**config.mk**
```make
export PLATFORM = sky130hd
export DESIGN_NAME = uart_rx_loader
export DESIGN_NICKNAME = d
export VERILOG_FILES = /design/src/rtl/uart_pkg.sv /design/src/rtl/uart_rx_core.sv /design/src/rtl/uart_rx_loader.sv
export SDC_FILE = /design/constraint.sdc
export NUM_CORES = 1
export LEC_CHECK = 0
export ABC_AREA = 1
export CAP_MARGIN = 20
export CORE_UTILIZATION = 50
export CTS_CLUSTER_DIAMETER = 150
export DETAILED_ROUTE_END_ITERATION = 6
export PLACE_DENSITY = 0.71
export SLEW_MARGIN = 10
export SYNTH_ARGS = -nofsm -noshare
export SYNTH_HDL_FRONTEND = slang
export SYNTH_SLANG_ARGS = --single-unit
```
**constraint.sdc**
```tcl
create_clock -name clk -period 4.81 [get_ports clk]
set_input_delay 0.7215 -clock clk [delete_from_list [all_inputs] [get_ports clk]]
set_output_delay 0.7215 -clock clk [all_outputs]
set_load 0.03 [all_outputs]
```
**src/rtl/uart_pkg.sv**
```systemverilog
// Shared UART definitions: receive/transmit FSM state encoding and bit-timing derivation.
package uart_pkg;

  typedef enum logic [1:0] {
    IDLE  = 2'd0,
    START = 2'd1,
    DATA  = 2'd2,
    STOP  = 2'd3
  } uart_state_e;

  function automatic int unsigned clks_per_bit(input int unsigned clk_freq,
                                               input int unsigned baud);
    return clk_freq / baud;
  endfunction

  function automatic int unsigned bit_cnt_width(input int unsigned cpb);
    return (cpb > 1) ? $clog2(cpb) : 1;
  endfunction

endpackage

```
**src/rtl/uart_rx_core.sv**
```systemverilog
// Bit-level UART receiver: 2-flop synchronizer, bit timer and framing FSM (8N1, LSB first).
module uart_rx_core
  import uart_pkg::*;
#(
  parameter int unsigned CLK_FREQ = 100000000,
  parameter int unsigned BAUD     = 115200
) (
  input  logic       clk,
  input  logic       rst_n,
  input  logic       rx,
  output logic [7:0] rx_byte,
  output logic       byte_valid,
  output logic       byte_err
);

  localparam int unsigned CPB = clks_per_bit(CLK_FREQ, BAUD);
  localparam int unsigned CW  = bit_cnt_width(CPB);
  localparam logic [CW-1:0] HALF_M1 = CW'(CPB / 2 - 1);
  localparam logic [CW-1:0] CPB_M1  = CW'(CPB - 1);

  logic          rx_meta_q, rx_sync_q, rx_prev_q;
  uart_state_e   state_q, state_d;
  logic [CW-1:0] cnt_q, cnt_d;
  logic [2:0]    bit_q, bit_d;
  logic [7:0]    shift_q, shift_d;

  // Strobes are decoded in the stop-sample cycle; the loader registers them.
  always_comb begin
    state_d    = state_q;
    cnt_d      = cnt_q;
    bit_d      = bit_q;
    shift_d    = shift_q;
    byte_valid = 1'b0;
    byte_err   = 1'b0;
    case (state_q)
      IDLE: begin
        cnt_d = '0;
        if (rx_prev_q && !rx_sync_q) state_d = START;
      end
      START: begin
        if (cnt_q == HALF_M1) begin
          cnt_d   = '0;
          bit_d   = '0;
          state_d = rx_sync_q ? IDLE : DATA;
        end else begin
          cnt_d = cnt_q + 1'b1;
        end
      end
      DATA: begin
        if (cnt_q == CPB_M1) begin
          cnt_d   = '0;
          shift_d = {rx_sync_q, shift_q[7:1]};
          bit_d   = bit_q + 1'b1;
          if (bit_q == 3'd7) state_d = STOP;
        end else begin
          cnt_d = cnt_q + 1'b1;
        end
      end
      STOP: begin
        if (cnt_q == CPB_M1) begin
          cnt_d      = '0;
          state_d    = IDLE;
          byte_valid = rx_sync_q;
          byte_err   = !rx_sync_q;
        end else begin
          cnt_d = cnt_q + 1'b1;
        end
      end
      default: state_d = IDLE;
    endcase
  end

  always_ff @(posedge clk or negedge rst_n) begin
    if (!rst_n) begin
      rx_meta_q <= 1'b1;
      rx_sync_q <= 1'b1;
      rx_prev_q <= 1'b1;
      state_q   <= IDLE;
      cnt_q     <= '0;
      bit_q     <= '0;
      shift_q   <= '0;
    end else begin
      rx_meta_q <= rx;
      rx_sync_q <= rx_meta_q;
      rx_prev_q <= rx_sync_q;
      state_q   <= state_d;
      cnt_q     <= cnt_d;
      bit_q     <= bit_d;
      shift_q   <= shift_d;
    end
  end

  assign rx_byte = shift_q;

endmodule

```
**src/rtl/uart_rx_loader.sv**
```systemverilog
// Packs received UART bytes little-endian into words and writes them to sequential BRAM addresses.
module uart_rx_loader
  import uart_pkg::*;
#(
  parameter int unsigned CLK_FREQ   = 100000000,
  parameter int unsigned BAUD       = 115200,
  parameter int unsigned DATA_WIDTH = 32,
  parameter int unsigned MEM_DEPTH  = 64
) (
  input  logic                         clk,
  input  logic                         rst_n,
  input  logic                         rx,
  input  logic                         load_en,
  output logic                         we,
  output logic [DATA_WIDTH-1:0]        din,
  output logic [$clog2(MEM_DEPTH)-1:0] addra,
  output logic                         done,
  output logic                         frame_err
);

  localparam int unsigned NB    = DATA_WIDTH / 8;
  localparam int unsigned IDX_W = (NB > 1) ? $clog2(NB) : 1;
  localparam int unsigned AW    = $clog2(MEM_DEPTH);
  localparam logic [IDX_W-1:0] LAST_IDX  = IDX_W'(NB - 1);
  localparam logic [AW-1:0]    LAST_ADDR = AW'(MEM_DEPTH - 1);

  logic [7:0] rx_byte;
  logic       byte_valid, byte_err;

  logic [IDX_W-1:0]      byte_idx_q, byte_idx_d;
  logic [DATA_WIDTH-1:0] pack_q, pack_d;
  logic [DATA_WIDTH-1:0] din_q, din_d;
  logic [AW-1:0]         addra_q, addra_d;
  logic                  we_q, we_d;
  logic                  done_q, done_d;
  logic                  frame_err_q, frame_err_d;

  uart_rx_core #(
    .CLK_FREQ(CLK_FREQ),
    .BAUD    (BAUD)
  ) u_core (
    .clk       (clk),
    .rst_n     (rst_n),
    .rx        (rx),
    .rx_byte   (rx_byte),
    .byte_valid(byte_valid),
    .byte_err  (byte_err)
  );

  always_comb begin
    byte_idx_d  = byte_idx_q;
    pack_d      = pack_q;
    din_d       = din_q;
    addra_d     = addra_q;
    done_d      = done_q;
    frame_err_d = frame_err_q;
    we_d        = 1'b0;
    if (!load_en) begin
      byte_idx_d  = '0;
      addra_d     = '0;
      done_d      = 1'b0;
      frame_err_d = 1'b0;
    end else begin
      // Address advances after the write strobe; the final slot latches done instead.
      if (we_q) begin
        if (addra_q == LAST_ADDR) done_d = 1'b1;
        else                      addra_d = addra_q + 1'b1;
      end
      if (byte_err) frame_err_d = 1'b1;
      if (byte_valid && !done_q) begin
        pack_d[{byte_idx_q, 3'b000} +: 8] = rx_byte;
        if (byte_idx_q == LAST_IDX) begin
          we_d       = 1'b1;
          din_d      = pack_d;
          byte_idx_d = '0;
        end else begin
          byte_idx_d = byte_idx_q + 1'b1;
        end
      end
    end
  end

  always_ff @(posedge clk or negedge rst_n) begin
    if (!rst_n) begin
      byte_idx_q  <= '0;
      pack_q      <= '0;
      din_q       <= '0;
      addra_q     <= '0;
      we_q        <= 1'b0;
      done_q      <= 1'b0;
      frame_err_q <= 1'b0;
    end else begin
      byte_idx_q  <= byte_idx_d;
      pack_q      <= pack_d;
      din_q       <= din_d;
      addra_q     <= addra_d;
      we_q        <= we_d;
      done_q      <= done_d;
      frame_err_q <= frame_err_d;
    end
  end

  assign we        = we_q;
  assign din       = din_q;
  assign addra     = addra_q;
  assign done      = done_q;
  assign frame_err = frame_err_q;

endmodule

```
# Word level (Yosys, flattened, before mapping)
# Cells that the tools add are included.
[word_totals] inputBits=4 elab_cells=85 reg_bits=101
[op_classes] n_shift=2 mux=32 n_reduce_logical=14 n_eq_ne=18 addsub=5
[op_table] cell="32-bit bitwise mux" n=1
[op_table] cell="8-bit by 7-bit variable shift with 32-bit output (first input constant)" n=1
[op_table] cell="8-bit by 7-bit variable part select with 32-bit output" n=1
[op_table] cell="10-bit one-hot mux with 3 select lines" n=1
[op_table] cell="10-bit 2-to-1 mux" n=2
[op_table] cell="2-bit 2-to-1 mux" n=9
[op_table] cell="6-bit 2-to-1 mux" n=3
[op_table] cell="2-bit by 1-bit inequality test with 1-bit output (second input constant)" n=9
[op_table] cell="1-bit 2-to-1 mux" n=12
[op_table] cell="10-bit by 1-bit adder with 10-bit output (second input constant)" n=1
[op_table] cell="10-bit equality test (second input constant)" n=1
[op_table] cell="10-bit by 9-bit equality test with 1-bit output (second input constant)" n=1
[op_table] cell="2-bit one-hot mux with 4 select lines" n=1
[op_table] cell="2-bit AND reduction" n=4
[op_table] cell="5-bit negator with 7-bit output" n=1
[op_table] cell="6-bit by 1-bit adder with 6-bit output (second input constant)" n=1
[op_table] cell="2-bit equality test (second input constant)" n=3
[op_table] cell="6-bit equality test (second input constant)" n=1
[op_table] cell="3-bit 2-to-1 mux" n=2
[op_table] cell="3-bit one-hot mux with 2 select lines" n=1
[op_table] cell="3-bit AND reduction" n=2
[op_table] cell="5-bit AND reduction" n=1
[op_table] cell="3-bit by 1-bit adder with 3-bit output (second input constant)" n=1
[op_table] cell="3-bit equality test (second input constant)" n=1
[op_table] cell="8 further kinds" n=10

# Depth between registers and ports, before layout
[logic_depth] ltp_word=6 ltp_mapped=11 ltp_nobuf=11

# Modules after synthesis
# Synthesis repeated with hierarchy kept, for this count alone.
[unflattened] hier_cells=575 hier_area_um2=4762.1
[modules_own_cells] mod="uart_rx_loader" cells_per_inst=428 area_per_inst_um2=3489.6 instances=1
[modules_own_cells] mod="uart_rx_core" cells_per_inst=147 area_per_inst_um2=1272.5 instances=1

# Worst setup path before layout
# No wires, ideal clock.
[synth_timing] path_type="register to register" start="reg byte_idx_q[0]" end="reg din_q[10] (netlist: din[10])" path_buffers=2 arrival_time_ps=1758 slack_ps=2989 setup_time_ps=64 path_stages_with_launch=10 path_cell_list="dfrtp_1 > buf_2 > inv_1 > ha_1 > buf_2 > nor2_2 > nand2_1 > o22ai_1 > o21ai_0 > inv_1"
[synth_between] elab_chain_cells=3 word_cells_on_any_way=6 cone_classes="1 x add/sub; 1 x eq/ne; 2 x shift; 1 x mux; 1 x reduce/logical"
[synth_rtl] element="start, declared" line_no="uart_rx_loader.sv:30" text="logic [IDX_W-1:0] byte_idx_q, byte_idx_d;"
[synth_rtl] element="start signal, assigned" line_no="uart_rx_loader.sv:93" text="byte_idx_q <= byte_idx_d;"
[synth_rtl] element="5-bit negator with 7-bit output" line_no="uart_rx_loader.sv:71" text="pack_d[{byte_idx_q, 3'b000} +: 8] = rx_byte;"
[synth_rtl] element="8-bit by 7-bit variable part select with 32-bit output / 8-bit by 7-bit variable shift with 32-bit output (equally long branches)" line_no="uart_rx_loader.sv:71"
[synth_rtl] element="32-bit bitwise mux" line_no="uart_rx_loader.sv:71"
[synth_rtl] element="end signal, assigned" line_no="uart_rx_loader.sv:95" text="din_q <= din_d;"
[synth_rtl] element="end, declared" line_no="uart_rx_loader.sv:32" text="logic [DATA_WIDTH-1:0] din_q, din_d;"
# Parallel ways exist; a longest one is shown, timed or not.
# A chain may end at the register's enable or synchronous reset.

# Worst setup path in the final report
[layout_timing] start="reg u_core.cnt_q[0]" end="reg din_q[16] (netlist: din[16])"
[layout_between] elab_chain_cells=5
[layout_rtl] element="start, declared" line_no="uart_rx_core.sv:23" text="logic [CW-1:0] cnt_q, cnt_d;"
[layout_rtl] element="start signal, assigned" line_no="uart_rx_core.sv:87" text="cnt_q <= cnt_d;"
[layout_rtl] element="10-bit equality test" line_no="uart_rx_core.sv:60" text="if (cnt_q == CPB_M1) begin"
[layout_rtl] element="1-bit 2-to-1 mux" line_no="uart_rx_core.sv:60"
[layout_rtl] element="1-bit 2-to-1 mux" line_no="uart_rx_core.sv:35" text="case (state_q)"
[layout_rtl] element="1-bit logical AND" line_no="uart_rx_loader.sv:70" text="if (byte_valid && !done_q) begin"
[layout_rtl] element="3-bit AND reduction (no line)"
# No other way between the ends.

==> results.cfg <==
[status]
status = complete, no violations

[detailed_routing]
wire_per_inst_um = 12.1
ant_nets = 0
drt_iter0_drc = 167
drcViolationCount = 0
vias = 3801
wl_mm = 9.50
vias_per_cell = 4.82
drt_pass1_iterations = 4

[setup_path]
crit_path_start_kind = flip-flop
cp_slowest_cell = nand3_2
worstPathMaxFanout = 50
critPathTopFamily = simple AND/OR/NAND/NOR gates
criticalPathCategory = reg2reg
endpoint_kind = flip-flop
rrSetupSlack_ps = 2140
crit_chain = ha_1 -> nand2_1 -> nor2_2 -> nand3_4 -> nor2_4 -> nand3_2 -> inv_2 -> nand2_1 -> nand2_1 -> inv_1
cp_num_buf_inv = 2
cpPeakStageDelay_ps = 630
arrival_ps = 2930
cpMostUsedCell = nand2_1
cp_data_required_time_ps = 5080

[clock_tree]
ctsHoldBuffers = 0
cts_setup_buffers = 0
ctsHtreeMaxLevel = 3
clkTransAtPathRegs_ps = 90
cts_inserted_buffers = 9
ctsResizeCount = 0
tritoncts = built
cts_num_sinks = 101
cts_buffer_depth = 2
clock_latency_ps = 370
root_buffer = clkbuf_8

[layout]
fin_area_um2 = 5660
regArea_um2 = 2530
fill_cells = 911
nets = 670
drive_above_1_share = 0.0519
area_growth_pct = 14.0
post-route-util = 0.585
stdcell_count = 788
multi_input_area_um2 = 1780
antennaDiodeCount = 0

[power]
vdd_ir_drop_max_v = 0.000251
powerDensity_nw_per_um2 = 292
finalPower_uw = 1650
leakagePower_uw = 0.00271

[global_routing]
grt_max_degree = 58
grt.total_usage = 0.199
grt.overflow.total = 0
antenna_found_initial = 0
grt_pass1_vias = 3508
grt_first_pass_wirelength_mm = 16.0

[floorplan]
start_util = 0.513
die_h_um = 102
core_um2 = 9680
ios = 45
rows = 36
fp.dieW_um = 102
die_area_um2 = 10300

[synth]
ys_types = 31
synth_ff_type = dfrtp_1
syn_inst = 615
synth-edff-count = 0
synth.top_cells.by_area = dfrtp_1, nand2_1, inv_1
syn-num-nets = 634
synthDominantCellAreaShare = 0.494
synth_area_per_cell_um2 = 8.08
netlist_area_um2 = 4970
yosysTopAreaCell = dfrtp_1
async_flop_share = 1.00
yosys_warnings = 0
ys_ff_latch = 101
yosysSeqAreaShare = 0.509

[sta]
setup_violations = 0
rsz0062_at_grt = false
finalCritPeriodShare = 0.554
slew_headroom = 0.375
drv_slew = 0
fin_setup_tns_ps = 0
hold_viol_final = 0
layout_min_cycle_time_ps = 2670
worst_slew_pin_slew_ps = 933
clock_skew_ps = 12.7
fmax_ghz = 0.375

[run]
cap_violations = 0

[placement]
placed_cell_area_um2 = 5450
io_buffers = 44
dp.cells = 773
hpwlAfterDp_mm = 6.74
place.gp.congestion = 0.846

[min_path]
hp-class = reg2reg
## path summary, 6_finish.rpt
kind,from,end,cells after the start
setup / recovery,u_core.cnt_q[0]$_DFF_PN0_,din[16]$_DFFE_PN0P_,10
hold / removal,u_core.rx_meta_q$_DFF_PN1_,u_core.rx_sync_q$_DFF_PN1_,0
setup reg to reg,u_core.cnt_q[0]$_DFF_PN0_,din[16]$_DFFE_PN0P_,10
hold reg to reg,u_core.rx_meta_q$_DFF_PN1_,u_core.rx_sync_q$_DFF_PN1_,0
max in group asynchronous,rst_n,pack_q[18]$_DFFE_PN0P_,2
min in group asynchronous,rst_n,din[13]$_DFFE_PN0P_,1
## cell families after synthesis
logic type	count (synthesis)	synth area share
and+or+nand+nor	232	0.198
adders and majority gates	15	0.0378
xor gates and xnor gates	8	0.0141
DFF	101	0.509
AOI/OAI and AO/OA	100	0.109
buffers and inverters	159	0.131
## area by class of cell
class,instances,area share
Clock buffer,9,0.0219
Timing Repair Buffer,45,0.0787
Sequential cell,101,0.447
Tap cell,133,0.0294
Clock inverter,6,0.0157
Inverter,139,0.0922
Multi-Input combinational cell,355,0.315
## per-stage QoR
stage          worst slack (ps)  hold WS (ps)
2_1_floorplan              2990           345
3_3_place_gp               1850           346
3_5_place_dp               1760           347
4_1_cts                    2080           360
5_1_grt                    1860           367
6_report                   2140           360
## cell usage in the layout (no fill, tap or decap)
master / instances
dfrtp_1: 98
inv_2: 1
nand2_1: 163
nand3b_1: 1
xor2_1: 5
ha_1: 15
nand3_4: 1
bufinv_16: 2
nand3_1: 13
clkinvlp_4: 2
or2_2: 4
nand4_1: 10
inv_1: 138
clkdlybuf4s50_1: 43
a32oi_1: 4
nor2_4: 2
clkinv_2: 1
nand2_2: 2
buf_4: 2
nor3_2: 1
o21ai_1: 24
nor3_1: 3
o21ai_0: 43
clkinv_4: 1
nand3_2: 1
o22ai_1: 21
xnor2_1: 3
clkbuf_8: 9
nor3b_1: 1
nor2_2: 2
a21oi_1: 8
dfstp_2: 3
nor2_1: 28
## cell usage after synthesis (2+ instances only)
| master | instances |
|---|---|
| clkbuf_1 | 5 |
| inv_1 | 138 |
| nor3_1 | 3 |
| o21ai_0 | 43 |
| a21oi_1 | 8 |
| o22ai_1 | 21 |
| nand3_1 | 13 |
| or2_2 | 4 |
| buf_1 | 2 |
| dfrtp_1 | 98 |
| a32oi_1 | 4 |
| xnor2_1 | 3 |
| o21ai_1 | 24 |
| nand4_1 | 10 |
| nand2_1 | 163 |
| dfstp_2 | 3 |
| ha_1 | 15 |
| nand2_2 | 2 |
| nor2_2 | 2 |
| nor2_1 | 28 |
| buf_2 | 6 |
| xor2_1 | 5 |
| nor2_4 | 2 |
| buf_6 | 6 |
## where the power goes
part	switching, µW	total [µW]	internal (µW)	leakage, µW
registers	20.4	891	871	0.00113
logic	123	176	52.3	0.00147
clock network	294	584	290	0.000101
## metal layers
layer	part of all wire	wire, µm	GRT usage	vias up
met5	0	0	0	-
met4	0.013	122	0.0725	0
met3	0.028	267	0.0297	12
met2	0.51	4850	0.346	53
met1	0.45	4270	0.253	1778
li1	-	-	-	1958
## flip-flops by register name, summed over array words and instances (netlist names), named ones only
| register | count |
|---|---|
| addra | 6 |
| byte_idx_q | 2 |
| din | 32 |
| done | 1 |
| frame_err | 1 |
| pack_q | 32 |
| u_core.bit_q | 3 |
| u_core.cnt_q | 10 |
| u_core.rx_byte | 8 |
| u_core.rx_meta_q | 1 |
| u_core.rx_prev_q | 1 |
| u_core.rx_sync_q | 1 |
| u_core.state_q | 1 |
| we | 1 |
(Power assumes the default switching activity.)
